File: src/rtl/mc_ctrl_pkg.sv
// Shared constants and types for the multicycle MIPS controller: opcodes,
// state encoding, instruction classes and datapath select encodings.
package mc_ctrl_pkg;

    localparam int unsigned OPCODE_W = 6;
    localparam int unsigned STATE_W  = 4;
    localparam int unsigned SEL_W    = 2;

    localparam logic [OPCODE_W-1:0] OP_RTYPE = 6'b000000;
    localparam logic [OPCODE_W-1:0] OP_ADDI  = 6'b001000;
    localparam logic [OPCODE_W-1:0] OP_LW    = 6'b100011;
    localparam logic [OPCODE_W-1:0] OP_SW    = 6'b101011;
    localparam logic [OPCODE_W-1:0] OP_BEQ   = 6'b000100;
    localparam logic [OPCODE_W-1:0] OP_BNE   = 6'b000101;
    localparam logic [OPCODE_W-1:0] OP_J     = 6'b000010;

    localparam logic [SEL_W-1:0] ALU_ADD   = 2'b00;
    localparam logic [SEL_W-1:0] ALU_SUB   = 2'b01;
    localparam logic [SEL_W-1:0] ALU_FUNCT = 2'b10;

    localparam logic [SEL_W-1:0] SRCB_B      = 2'b00;
    localparam logic [SEL_W-1:0] SRCB_FOUR   = 2'b01;
    localparam logic [SEL_W-1:0] SRCB_IMM    = 2'b10;
    localparam logic [SEL_W-1:0] SRCB_IMM_SH = 2'b11;

    localparam logic [SEL_W-1:0] PCSRC_ALU    = 2'b00;
    localparam logic [SEL_W-1:0] PCSRC_ALUOUT = 2'b01;
    localparam logic [SEL_W-1:0] PCSRC_JUMP   = 2'b10;

    typedef enum logic [STATE_W-1:0] {
        ST_FETCH     = 4'd0,
        ST_DECODE    = 4'd1,
        ST_R_EXEC    = 4'd2,
        ST_R_WB      = 4'd3,
        ST_ADDI_EXEC = 4'd4,
        ST_ADDI_WB   = 4'd5,
        ST_MEM_ADDR  = 4'd6,
        ST_MEM_READ  = 4'd7,
        ST_MEM_WB    = 4'd8,
        ST_MEM_WRITE = 4'd9,
        ST_BRANCH    = 4'd10,
        ST_JUMP      = 4'd11,
        ST_TRAP      = 4'd12
    } state_e;

    typedef enum logic [2:0] {
        CLS_R, CLS_ADDI, CLS_LW, CLS_SW, CLS_BEQ, CLS_BNE, CLS_J, CLS_ILLEGAL
    } inst_class_e;

    typedef struct packed {
        logic             pc_write;
        logic             iord;
        logic             mem_read;
        logic             mem_write;
        logic             ir_write;
        logic             mem_to_reg;
        logic             reg_write;
        logic             reg_dst;
        logic             alu_src_a;
        logic [SEL_W-1:0] alu_src_b;
        logic [SEL_W-1:0] alu_op;
        logic [SEL_W-1:0] pc_source;
        logic             illegal_op;
    } ctrl_t;

endpackage

File: src/rtl/mc_control_fsm_if.sv
// Controller <-> datapath bundle: IR opcode/status in, control word out.
interface mc_control_fsm_if;
    import mc_ctrl_pkg::*;

    logic [OPCODE_W-1:0] opcode;
    logic                zero;
    logic                mem_ready;
    logic                pc_write;
    logic                iord;
    logic                mem_read;
    logic                mem_write;
    logic                ir_write;
    logic                mem_to_reg;
    logic                reg_write;
    logic                reg_dst;
    logic                alu_src_a;
    logic [SEL_W-1:0]    alu_src_b;
    logic [SEL_W-1:0]    alu_op;
    logic [SEL_W-1:0]    pc_source;
    logic                illegal_op;
    logic [STATE_W-1:0]  state;

    modport master (
        input  opcode, zero, mem_ready,
        output pc_write, iord, mem_read, mem_write, ir_write, mem_to_reg,
               reg_write, reg_dst, alu_src_a, alu_src_b, alu_op, pc_source,
               illegal_op, state
    );

    modport slave (
        output opcode, zero, mem_ready,
        input  pc_write, iord, mem_read, mem_write, ir_write, mem_to_reg,
               reg_write, reg_dst, alu_src_a, alu_src_b, alu_op, pc_source,
               illegal_op, state
    );
endinterface

File: src/rtl/mc_ctrl_decode.sv
// Combinational opcode -> instruction class lookup.
module mc_ctrl_decode
    import mc_ctrl_pkg::*;
(
    input  logic [OPCODE_W-1:0] opcode,
    output inst_class_e         inst_class
);
    always_comb begin
        inst_class = CLS_ILLEGAL;
        case (opcode)
            OP_RTYPE: inst_class = CLS_R;
            OP_ADDI:  inst_class = CLS_ADDI;
            OP_LW:    inst_class = CLS_LW;
            OP_SW:    inst_class = CLS_SW;
            OP_BEQ:   inst_class = CLS_BEQ;
            OP_BNE:   inst_class = CLS_BNE;
            OP_J:     inst_class = CLS_J;
            default:  inst_class = CLS_ILLEGAL;
        endcase
    end
endmodule

File: src/rtl/mc_control_fsm.sv
// Multicycle MIPS control FSM: state register, next-state logic and
// control-word decode, with memory-ready stalls and illegal-opcode trapping.
module mc_control_fsm
    import mc_ctrl_pkg::*;
#(
    parameter bit MEM_WAIT_EN     = 1'b1,
    parameter bit TRAP_ON_ILLEGAL = 1'b1
) (
    input  logic              clk,
    input  logic              reset,
    mc_control_fsm_if.master  bus
);
    state_e      state_q;
    state_e      state_d;
    inst_class_e inst_class;
    ctrl_t       ctrl;
    logic        ready;

    mc_ctrl_decode u_decode (
        .opcode     (bus.opcode),
        .inst_class (inst_class)
    );

    assign ready = bus.mem_ready | ~MEM_WAIT_EN;

    always_ff @(posedge clk) begin
        if (reset) state_q <= ST_FETCH;
        else       state_q <= state_d;
    end

    always_comb begin
        state_d = state_q;
        ctrl    = '0;
        case (state_q)
            ST_FETCH: begin
                ctrl.mem_read  = 1'b1;
                ctrl.alu_src_b = SRCB_FOUR;
                ctrl.alu_op    = ALU_ADD;
                ctrl.ir_write  = ready;
                ctrl.pc_write  = ready;
                if (ready) state_d = ST_DECODE;
            end
            ST_DECODE: begin
                // Speculative branch target goes into ALUOut here.
                ctrl.alu_src_b = SRCB_IMM_SH;
                ctrl.alu_op    = ALU_ADD;
                case (inst_class)
                    CLS_R:             state_d = ST_R_EXEC;
                    CLS_ADDI:          state_d = ST_ADDI_EXEC;
                    CLS_LW, CLS_SW:    state_d = ST_MEM_ADDR;
                    CLS_BEQ, CLS_BNE:  state_d = ST_BRANCH;
                    CLS_J:             state_d = ST_JUMP;
                    default: begin
                        ctrl.illegal_op = ~TRAP_ON_ILLEGAL;
                        state_d = TRAP_ON_ILLEGAL ? ST_TRAP : ST_FETCH;
                    end
                endcase
            end
            ST_R_EXEC: begin
                ctrl.alu_src_a = 1'b1;
                ctrl.alu_src_b = SRCB_B;
                ctrl.alu_op    = ALU_FUNCT;
                state_d        = ST_R_WB;
            end
            ST_R_WB: begin
                ctrl.reg_dst   = 1'b1;
                ctrl.reg_write = 1'b1;
                state_d        = ST_FETCH;
            end
            ST_ADDI_EXEC: begin
                ctrl.alu_src_a = 1'b1;
                ctrl.alu_src_b = SRCB_IMM;
                ctrl.alu_op    = ALU_ADD;
                state_d        = ST_ADDI_WB;
            end
            ST_ADDI_WB: begin
                ctrl.reg_write = 1'b1;
                state_d        = ST_FETCH;
            end
            ST_MEM_ADDR: begin
                ctrl.alu_src_a = 1'b1;
                ctrl.alu_src_b = SRCB_IMM;
                ctrl.alu_op    = ALU_ADD;
                state_d = (inst_class == CLS_SW) ? ST_MEM_WRITE : ST_MEM_READ;
            end
            ST_MEM_READ: begin
                ctrl.iord     = 1'b1;
                ctrl.mem_read = 1'b1;
                if (ready) state_d = ST_MEM_WB;
            end
            ST_MEM_WB: begin
                ctrl.mem_to_reg = 1'b1;
                ctrl.reg_write  = 1'b1;
                state_d         = ST_FETCH;
            end
            ST_MEM_WRITE: begin
                ctrl.iord      = 1'b1;
                ctrl.mem_write = 1'b1;
                if (ready) state_d = ST_FETCH;
            end
            ST_BRANCH: begin
                ctrl.alu_src_a = 1'b1;
                ctrl.alu_src_b = SRCB_B;
                ctrl.alu_op    = ALU_SUB;
                ctrl.pc_source = PCSRC_ALUOUT;
                ctrl.pc_write  = (inst_class == CLS_BNE) ? ~bus.zero : bus.zero;
                state_d        = ST_FETCH;
            end
            ST_JUMP: begin
                ctrl.pc_source = PCSRC_JUMP;
                ctrl.pc_write  = 1'b1;
                state_d        = ST_FETCH;
            end
            ST_TRAP: begin
                ctrl.illegal_op = 1'b1;
            end
            default: state_d = ST_FETCH;
        endcase
        // No strobe may fire while reset is being sampled.
        if (reset) ctrl = '0;
    end

    assign bus.pc_write   = ctrl.pc_write;
    assign bus.iord       = ctrl.iord;
    assign bus.mem_read   = ctrl.mem_read;
    assign bus.mem_write  = ctrl.mem_write;
    assign bus.ir_write   = ctrl.ir_write;
    assign bus.mem_to_reg = ctrl.mem_to_reg;
    assign bus.reg_write  = ctrl.reg_write;
    assign bus.reg_dst    = ctrl.reg_dst;
    assign bus.alu_src_a  = ctrl.alu_src_a;
    assign bus.alu_src_b  = ctrl.alu_src_b;
    assign bus.alu_op     = ctrl.alu_op;
    assign bus.pc_source  = ctrl.pc_source;
    assign bus.illegal_op = ctrl.illegal_op;
    assign bus.state      = reset ? STATE_W'(0) : STATE_W'(state_q);
endmodule

File: src/flat_wrapper.sv
// flat-port wrapper written by rule: the top's interface ports become plain ports
module mc_control_fsm_flat import mc_ctrl_pkg::*;
#(
    parameter bit MEM_WAIT_EN     = 1'b1,
    parameter bit TRAP_ON_ILLEGAL = 1'b1
)
  (clk, reset, bus_opcode, bus_zero, bus_mem_ready, bus_pc_write, bus_iord, bus_mem_read, bus_mem_write, bus_ir_write, bus_mem_to_reg, bus_reg_write, bus_reg_dst, bus_alu_src_a, bus_alu_src_b, bus_alu_op, bus_pc_source, bus_illegal_op, bus_state);
  mc_control_fsm_if bus_i ();
  input  logic clk;
  input  logic reset;
  input wire logic [$bits(bus_i.opcode)-1:0] bus_opcode;
  input wire logic [$bits(bus_i.zero)-1:0] bus_zero;
  input wire logic [$bits(bus_i.mem_ready)-1:0] bus_mem_ready;
  output wire logic [$bits(bus_i.pc_write)-1:0] bus_pc_write;
  output wire logic [$bits(bus_i.iord)-1:0] bus_iord;
  output wire logic [$bits(bus_i.mem_read)-1:0] bus_mem_read;
  output wire logic [$bits(bus_i.mem_write)-1:0] bus_mem_write;
  output wire logic [$bits(bus_i.ir_write)-1:0] bus_ir_write;
  output wire logic [$bits(bus_i.mem_to_reg)-1:0] bus_mem_to_reg;
  output wire logic [$bits(bus_i.reg_write)-1:0] bus_reg_write;
  output wire logic [$bits(bus_i.reg_dst)-1:0] bus_reg_dst;
  output wire logic [$bits(bus_i.alu_src_a)-1:0] bus_alu_src_a;
  output wire logic [$bits(bus_i.alu_src_b)-1:0] bus_alu_src_b;
  output wire logic [$bits(bus_i.alu_op)-1:0] bus_alu_op;
  output wire logic [$bits(bus_i.pc_source)-1:0] bus_pc_source;
  output wire logic [$bits(bus_i.illegal_op)-1:0] bus_illegal_op;
  output wire logic [$bits(bus_i.state)-1:0] bus_state;
  assign bus_i.opcode = bus_opcode;
  assign bus_i.zero = bus_zero;
  assign bus_i.mem_ready = bus_mem_ready;
  assign bus_pc_write = bus_i.pc_write;
  assign bus_iord = bus_i.iord;
  assign bus_mem_read = bus_i.mem_read;
  assign bus_mem_write = bus_i.mem_write;
  assign bus_ir_write = bus_i.ir_write;
  assign bus_mem_to_reg = bus_i.mem_to_reg;
  assign bus_reg_write = bus_i.reg_write;
  assign bus_reg_dst = bus_i.reg_dst;
  assign bus_alu_src_a = bus_i.alu_src_a;
  assign bus_alu_src_b = bus_i.alu_src_b;
  assign bus_alu_op = bus_i.alu_op;
  assign bus_pc_source = bus_i.pc_source;
  assign bus_illegal_op = bus_i.illegal_op;
  assign bus_state = bus_i.state;
  mc_control_fsm #(.MEM_WAIT_EN(MEM_WAIT_EN), .TRAP_ON_ILLEGAL(TRAP_ON_ILLEGAL)) u_core (.clk(clk), .reset(reset), .bus(bus_i));
endmodule
File: config.mk
export PLATFORM = sky130hd
export DESIGN_NAME = mc_control_fsm_flat
export DESIGN_NICKNAME = d
export VERILOG_FILES = /design/src/rtl/mc_ctrl_pkg.sv /design/src/rtl/mc_control_fsm_if.sv /design/src/rtl/mc_ctrl_decode.sv /design/src/rtl/mc_control_fsm.sv /design/src/flat_wrapper.sv
export SDC_FILE = /design/constraint.sdc
export NUM_CORES = 1
export LEC_CHECK = 0
export ABC_AREA = 1
export BUFFER_PORTS_ARGS = -buffer_cell sky130_fd_sc_hd__clkbuf_2
export CORE_MARGIN = 2
export CORE_UTILIZATION = 48
export DETAILED_ROUTE_END_ITERATION = 10
export PLACE_DENSITY = 0.82
export SLEW_MARGIN = 15
export SYNTH_ARGS = -nofsm -noshare
export SYNTH_HDL_FRONTEND = slang
export SYNTH_SLANG_ARGS = --single-unit
File: constraint.sdc
create_clock -name clk -period 3 [get_ports clk]
set_clock_uncertainty 0.1 [all_clocks]
set_input_delay 0.6 -clock clk [delete_from_list [all_inputs] [get_ports clk]]
set_output_delay 0.6 -clock clk [all_outputs]
set_load 0.005 [all_outputs]
==> parameters.txt, run 1 <==
Parameter                              Value

Final layout
  Cell area after layout ... 808 µm²
  Most common cell after layout, fill and taps aside ... nand2_1
  Biggest register ... u_core.state_q
  Number of standard cells in the final layout excluding fillers ... 166
  Share of cells above drive strength 1 ... 0.291
  Synthesis-to-layout area growth ... 28.4%
  Count of filler cells inserted in the layout ... 138
  Flip-flop count of the largest register after layout ... 4
  Number of diodes added for antenna fixing ... 0
  Top library cells by usage in the layout, fill and taps aside ... nand2_1, clkbuf_2, nor2_1, inv_1, nand3_1
  Number of nets in the layout ... 163
  Largest registers ... u_core.state_q (4)

Floorplan
  Die height ... 40.2 µm
  Initial Util ... 0.496
  Die Width ... 40.2 µm
  Core area ... 1270 µm²
  Number of top-level pins ... 30
  Placement row count ... 13
  Die ar. ... 1620 µm²

Synth
  Distinct cell type count after synthesis ... 24
  Synth Instances ... 121
  Sequential cell area fraction in the yosys report ... 0.127
  Total standard cell area after synthesis ... 629 µm²
  Total of flip-flops plus latches after synthesis ... 4
  Avg Synthesized Cell Area ... 5.20 µm²
  Mapped Nets ... 131
  Count of yosys warnings during synthesis ... 0

Placed design
  Standard cell area after detailed placement ... 786 µm²
  HPWL after detailed placement ... 1450 µm
  Routability-driven placement congestion ratio ... 0.928
  Worst setup slack before clock tree synthesis ... 0.731 ns
  Post-placement cell count ... 163
  Number of buffers inserted by port buffering ... 29

Timing
  Highest achievable clock rate ... 440 MHz
  Final Setup Violations ... 0
  Post-route clock period utilization ... 0.757
  Max_slew headroom ... 0.668
  Worst-margin pin slew ... 0.495 ns
  Minimum period implied by the final worst setup slack ... 2.27 ns
  Final-report hold violation count ... 0
  RSZ-0062 raised after global routing ... no
  Post-Route Setup TNS ... 0 ns
  Final-report max-slew violation count ... 0
  Final critical-path setup slack ... 0.730 ns

Worst setup path
  Worst R2R Path Depth ... 8
  Crit path capture type ... output pin
  Launching point of the worst reg2reg path ... u_core.state_q[3]
  Cell-by-cell listing of the critical path ... clkbuf_2 > inv_1 > nand2_1 > nor2_1 > a311o_1 > clkbuf_2
  Startpoint type of the worst setup path ... input port
  Reg-to-reg endpoint ... u_core.state_q[3]
  Critical path depth ... 6
  Slowest CP cell ... clkbuf_2
  Minimum setup slack among reg-to-reg paths ... 1.50 ns
  WP buf/inv ... 3
  Category of the most critical setup path ... input port to output pin
  Max stage delay on crit path ... 0.26 ns
  CP delay by family, top ... buffers and inverters
  CP max FO ... 17
  WP data arrival ... 1.57 ns
  Capturing instance or port of the critical path ... bus_reg_write
  Crit path launch ... reset
  Cell seen most often among critical-path stages ... clkbuf_2
  Data required time of the worst path ... 2.30 ns

Min path
  Worst min-delay path class ... flop to flop

Clock network
  Insertion delay to the later sink of the worst-skew pair ... 0.23 ns
  Bufs on Longest Clock Path ... 2
  Number of hold buffers added after CTS ... 0
  Num CTS Buffers ... 3
  Clock tree from TritonCTS ... done
  # H-tree levels ... 1
  Clock-pin slew of the registers on the worst-case setup and hold paths ... 0.03 ns
  Resized Gates After CTS ... 0
  Number of setup buffers added after CTS ... 0
  Buffer type at the clock tree root ... clkbuf_4
  Clk sinks ... 4

GRT
  Total routing resource utilization after global routing ... 0.247
  Vias in the first global route ... 695
  Routing usage on met2 ... 0.427
  Remaining Overflow, GRT ... 0
  Routing layer with the top usage in global route ... met2
  Met1 Resource Use GR ... 0.261
  First-pass GRT wire length ... 2640 µm
  Met3 GRT Util ... 0.0556
  Maximum number of pins on one net before global-route repair ... 18
  Number of antenna violations at the first check in global routing ... 0

Power and ir drop
  Total power density per cell area ... 596 nW/µm²
  Power consumption ... 0.481 mW
  Leakage Power ... 0.490 nW
  Worst IR drop on VDD ... 0.335 mV

Detailed routing
  Number of nets still failing antenna checks after routing ... 0
  DRC violation count after routing ... 0
  Number of vias per cell after detailed routing ... 5.22
  Initial DRC count ... 27
  First-pass iteration count of the detailed router ... 4
  Via count of the routed design ... 866
  Routed wire length ... 1700 µm
  Final routed wire length divided by cell count ... 10.2 µm

Job
  Maxcap violations ... 0

Run status
  Status ... completed
power breakdown:
group          switching (mW)  leakage (nW)  internal, mW
registers              0.0191        0.0327        0.0697
clock network          0.0194        0.0138        0.0445
logic                   0.207         0.444         0.122
cells in the mapped netlist:
| library cell | n | area [µm²] |
|---|---|---|
| a31oi_1 | 2 | 12.5 |
| nor2_4 | 2 | 22.5 |
| clkbuf_1 | 2 | 7.51 |
| nor3_1 | 3 | 15.0 |
| nor2_1 | 24 | 90.1 |
| nand2_4 | 2 | 22.5 |
| inv_2 | 2 | 7.51 |
| dfxtp_1 | 4 | 80.1 |
| inv_4 | 1 | 6.26 |
| and3_1 | 1 | 6.26 |
| o21ai_0 | 4 | 20.0 |
| nand3b_1 | 1 | 7.51 |
| nand2_1 | 34 | 128 |
| nor2_2 | 2 | 12.5 |
| nand3_2 | 1 | 10.0 |
| a311o_1 | 1 | 10.0 |
| o21a_1 | 1 | 7.51 |
| inv_1 | 15 | 56.3 |
| o21ai_2 | 1 | 8.76 |
| nand4_1 | 2 | 12.5 |
| or2_4 | 1 | 8.76 |
| nand3_1 | 9 | 45.0 |
| o21bai_1 | 1 | 7.51 |
| a21oi_1 | 5 | 25.0 |
metrics by stage:
step	util	hold slack [ns]
3_3_place_gp	0.619	0.553
6_report	0.637	0.570
2_1_floorplan	-	0.549
3_5_place_dp	0.619	0.574
5_1_grt	0.637	0.617
4_1_cts	0.637	0.579
logic make-up (layout without fill, tap and decap cells):
group | count (synthesis) | in the layout | synth area share
simple gates | 82 | 82 | 0.604
buf+inv | 20 | 50 | 0.123
compound gates | 15 | 15 | 0.145
flops | 4 | 4 | 0.127
cell type report:
type                            instances  area [µm²]  area share
Clock buffer                            3        22.5      0.0279
Inverter                               18        70.1      0.0867
Multi-Input combinational cell         97         472       0.584
Sequential cell                         4        80.1      0.0991
Tap cell                               15        18.8      0.0232
Timing Repair Buffer                   29         145       0.180
per-layer routing:
layer	vias to the layer above	share of wire	wire, µm
met2	28	0.52	890
met4	0	0.018	31
li1	447	-	-
met5	-	0	0
met1	387	0.42	709
met3	4	0.039	67
tightest hold or removal path: stages (launching register included):
cell	delay, ns
dfxtp_1	0.32
inv_2	0.12
nor2_1	0.07
nand2_1	0.06
nand2_1	0.05
how the worst min path moves through the flow:
stage	cells after the start	slack, ns	to	from
after floorplan	4	0.55	u_core.state_q[2]	u_core.state_q[2]
after global placement	4	0.55	u_core.state_q[2]	u_core.state_q[2]
after detailed placement	4	0.57	u_core.state_q[2]	u_core.state_q[2]
after CTS	4	0.58	u_core.state_q[2]	u_core.state_q[2]
after global routing	4	0.62	u_core.state_q[2]	u_core.state_q[2]
final	4	0.57	u_core.state_q[2]	u_core.state_q[2]
Power figures use the tool's default switching activity.
==> run 2: changes to the inputs <==
--- a/config.mk
+++ b/config.mk
@@ -8,9 +8,9 @@
 export ABC_AREA = 1
 export BUFFER_PORTS_ARGS = -buffer_cell sky130_fd_sc_hd__clkbuf_2
 export CORE_MARGIN = 2
-export CORE_UTILIZATION = 48
+export CORE_UTILIZATION = 45
 export DETAILED_ROUTE_END_ITERATION = 10
-export PLACE_DENSITY = 0.82
+export PLACE_DENSITY = 0.78
 export SLEW_MARGIN = 15
 export SYNTH_ARGS = -nofsm -noshare
 export SYNTH_HDL_FRONTEND = slang
==> constraint.sdc (replaced) <==
create_clock -name clk -period 2.17 [get_ports clk]
set_clock_uncertainty 0.1 [all_clocks]
set_input_delay 0.434 -clock clk [delete_from_list [all_inputs] [get_ports clk]]
set_output_delay 0.434 -clock clk [all_outputs]
set_load 0.005 [all_outputs]
==> parameters.txt, run 2 (synthesis gave the netlist of run 1 again) <==
Parameter                              Value

Run status
  Status ... completed

Timing
  Final Setup Violations ... 0 (unchanged)
  Minimum period implied by the final worst setup slack ... 1.94 ns
  Highest achievable clock rate ... 515 MHz
  Max_slew headroom ... 0.813 (+0.145)
  Post-Route Setup TNS ... 0 ns (unchanged)
  Final-report hold violation count ... 0 (unchanged)
  Final-report max-slew violation count ... 0 (unchanged)
  RSZ-0062 raised after global routing ... no
  Tightest hold margin ... 0.448 ns (-0.122 ns)
  Post-route clock period utilization ... 0.896
  Final critical-path setup slack ... 0.227 ns (-0.503 ns)
  Worst-margin pin slew ... 0.280 ns (-0.214 ns)

Clock network
  Number of setup buffers added after CTS ... 0 (unchanged)
  Resized Gates After CTS ... 0 (unchanged)
  Clock-pin slew of the registers on the worst-case setup and hold paths ... 0.03 ns (about the same)
  Number of hold buffers added after CTS ... 0 (unchanged)
  Buffer type at the clock tree root ... clkbuf_4
  Clk sinks ... 4 (unchanged)
  Bufs on Longest Clock Path ... 2 (unchanged)
  Clock tree from TritonCTS ... done
  Insertion delay to the later sink of the worst-skew pair ... 0.24 ns (about the same)
  Num CTS Buffers ... 3 (unchanged)
  # H-tree levels ... 1 (unchanged)

Placed design
  Number of buffers inserted by port buffering ... 29 (unchanged)
  Standard cell area after detailed placement ... 801 µm² (+1.9%)
  Routability-driven placement congestion ratio ... 0.914 (-1.5%)
  HPWL after detailed placement ... 1430 µm (-1.0%)
  Worst setup slack before clock tree synthesis ... 0.293 ns (-0.438 ns)

Worst setup path
  Launching point of the worst reg2reg path ... u_core.state_q[3]
  CP max FO ... 5 (-12)
  Cell-by-cell listing of the critical path ... inv_2 > nand2_4 > inv_4 > nand2_1 > nor2_1 > a311o_1 > clkbuf_2
  Category of the most critical setup path ... flop to output pin
  Max stage delay on crit path ... 0.39 ns (+0.13 ns)
  Crit path capture type ... output pin
  WP data arrival ... 1.41 ns (-0.16 ns)
  Crit path launch ... u_core.state_q[3]
  Startpoint type of the worst setup path ... flop
  Slowest CP cell ... dfxtp_1
  Data required time of the worst path ... 1.64 ns (-0.66 ns)

Detailed routing
  First-pass iteration count of the detailed router ... 4 (unchanged)
  Via count of the routed design ... 836 (-3.5%)
  Number of nets still failing antenna checks after routing ... 0 (unchanged)
  Routed wire length ... 1670 µm (-1.8%)
  Final routed wire length divided by cell count ... 9.93 µm (-2.9%)
  Initial DRC count ... 24 (-11%)
  DRC violation count after routing ... 0 (unchanged)
  Number of vias per cell after detailed routing ... 4.98 (-4.6%)

Final layout
  FF+latch area ... 80.1 µm² (unchanged)
  Number of nets in the layout ... 165 (+1.2%)
  Share of cells above drive strength 1 ... 0.301 (+0.00926)
  Cell area after layout ... 823 µm² (+1.9%)
  Number of diodes added for antenna fixing ... 0 (unchanged)
  Area of combinational cells with multiple inputs ... 472 µm² (unchanged)
  Count of filler cells inserted in the layout ... 144 (+4.3%)
  Most common cell after layout, fill and taps aside ... nand2_1
  Biggest register ... u_core.state_q
  Largest registers ... u_core.state_q (4)
  Top library cells by usage in the layout, fill and taps aside ... nand2_1, clkbuf_2, nor2_1, inv_1, nand3_1
  Flip-flop count of the largest register after layout ... 4 (unchanged)
  Synthesis-to-layout area growth ... 30.8%

Power and ir drop
  NetSw ... 0.347 mW (+41%)
  Internal power contribution ... 0.337 mW (+43%)
  Clock group share of total power ... 0.132 (about the same)
  Combinational share of power ... 0.689 (+0.006)
  Sw Share ... 0.507 (-0.00297)
  Leakage Power ... 0.500 nW (+2.0%)
  Worst IR drop on VDD ... 0.445 mV (+33%)
  Total power density per cell area ... 830 nW/µm² (+39%)
  Power consumption ... 0.684 mW (+42%)
  Register share of total power ... 0.179 (-0.005)

Floorplan
  Initial Util ... 0.484 (-0.0124)
  Placement row count ... 13 (unchanged)
  Core area ... 1300 µm² (+2.6%)
  Number of top-level pins ... 30 (unchanged)
  Die Width ... 41.4 µm (+2.9%)
  Die height ... 41.4 µm (+2.9%)
  Die ar. ... 1710 µm² (+6.0%)

GRT
  Number of antenna violations at the first check in global routing ... 0 (unchanged)
  Maximum number of pins on one net before global-route repair ... 14 (-4)
  First-pass GRT wire length ... 2440 µm (-7.6%)
  Total routing resource utilization after global routing ... 0.219 (-0.0277)
  Remaining Overflow, GRT ... 0 (unchanged)
  Vias in the first global route ... 646 (-7.1%)

Min path
  Worst Hold Launch ... reset
  Worst min-delay path class ... input port to flop

Job
  Maxcap violations ... 0 (unchanged)
## run 2: cell types whose count changed in the layout (fill, tap and decap cells not counted)
cell and delta:
buf_4 +2
## run 2: final timing paths
kind,slack (ns),to,cells past startpoint
setup / recovery,0.23,bus_reg_write,7
hold / removal,0.45,u_core.state_q[1],4
setup reg to reg,0.70,u_core.state_q[3],8
hold reg to reg,0.58,u_core.state_q[2],4
## run 2: layer usage
layer	track usage	share of wire
met5	0	0
met4	0.137	0.011
met3	0.0319	0.037
met2	0.379	0.50
met1	0.250	0.45
## run 2: layout make-up
| class | instances | share of cell area |
|---|---|---|
| clock buffer | 3 | 0.0274 |
| inverter | 18 | 0.0851 |
| tap | 15 | 0.0228 |
| timing repair buffer | 31 | 0.195 |
| multi-input combinational | 97 | 0.573 |
| sequential | 4 | 0.0973 |
## run 2: worst max-delay path: cells and delay by family (launching register included)
kind                   cells  cell delay (ns)
AO/OA/AOI/OAI              1             0.27
buffers and inverters      3             0.26
flip-flops                 1             0.39
AND/OR/NAND/NOR            3             0.24
## run 2: stage by stage
step,std cells,utilization
2_1_floorplan,121,-
3_3_place_gp,165,0.615
3_5_place_dp,165,0.615
4_1_cts,168,0.633
5_1_grt,168,0.633
6_report,168,0.633
## run 2: power groups by stage
stage                     Sequential [mW]  Clock, mW  Combinational [mW]
after CTS                           0.122     0.0945               0.469
after global placement              0.123          0               0.461
after floorplan                     0.120          0               0.332
after detailed placement            0.123          0               0.468
final                               0.122     0.0905               0.471
after global routing                0.125     0.0982               0.523
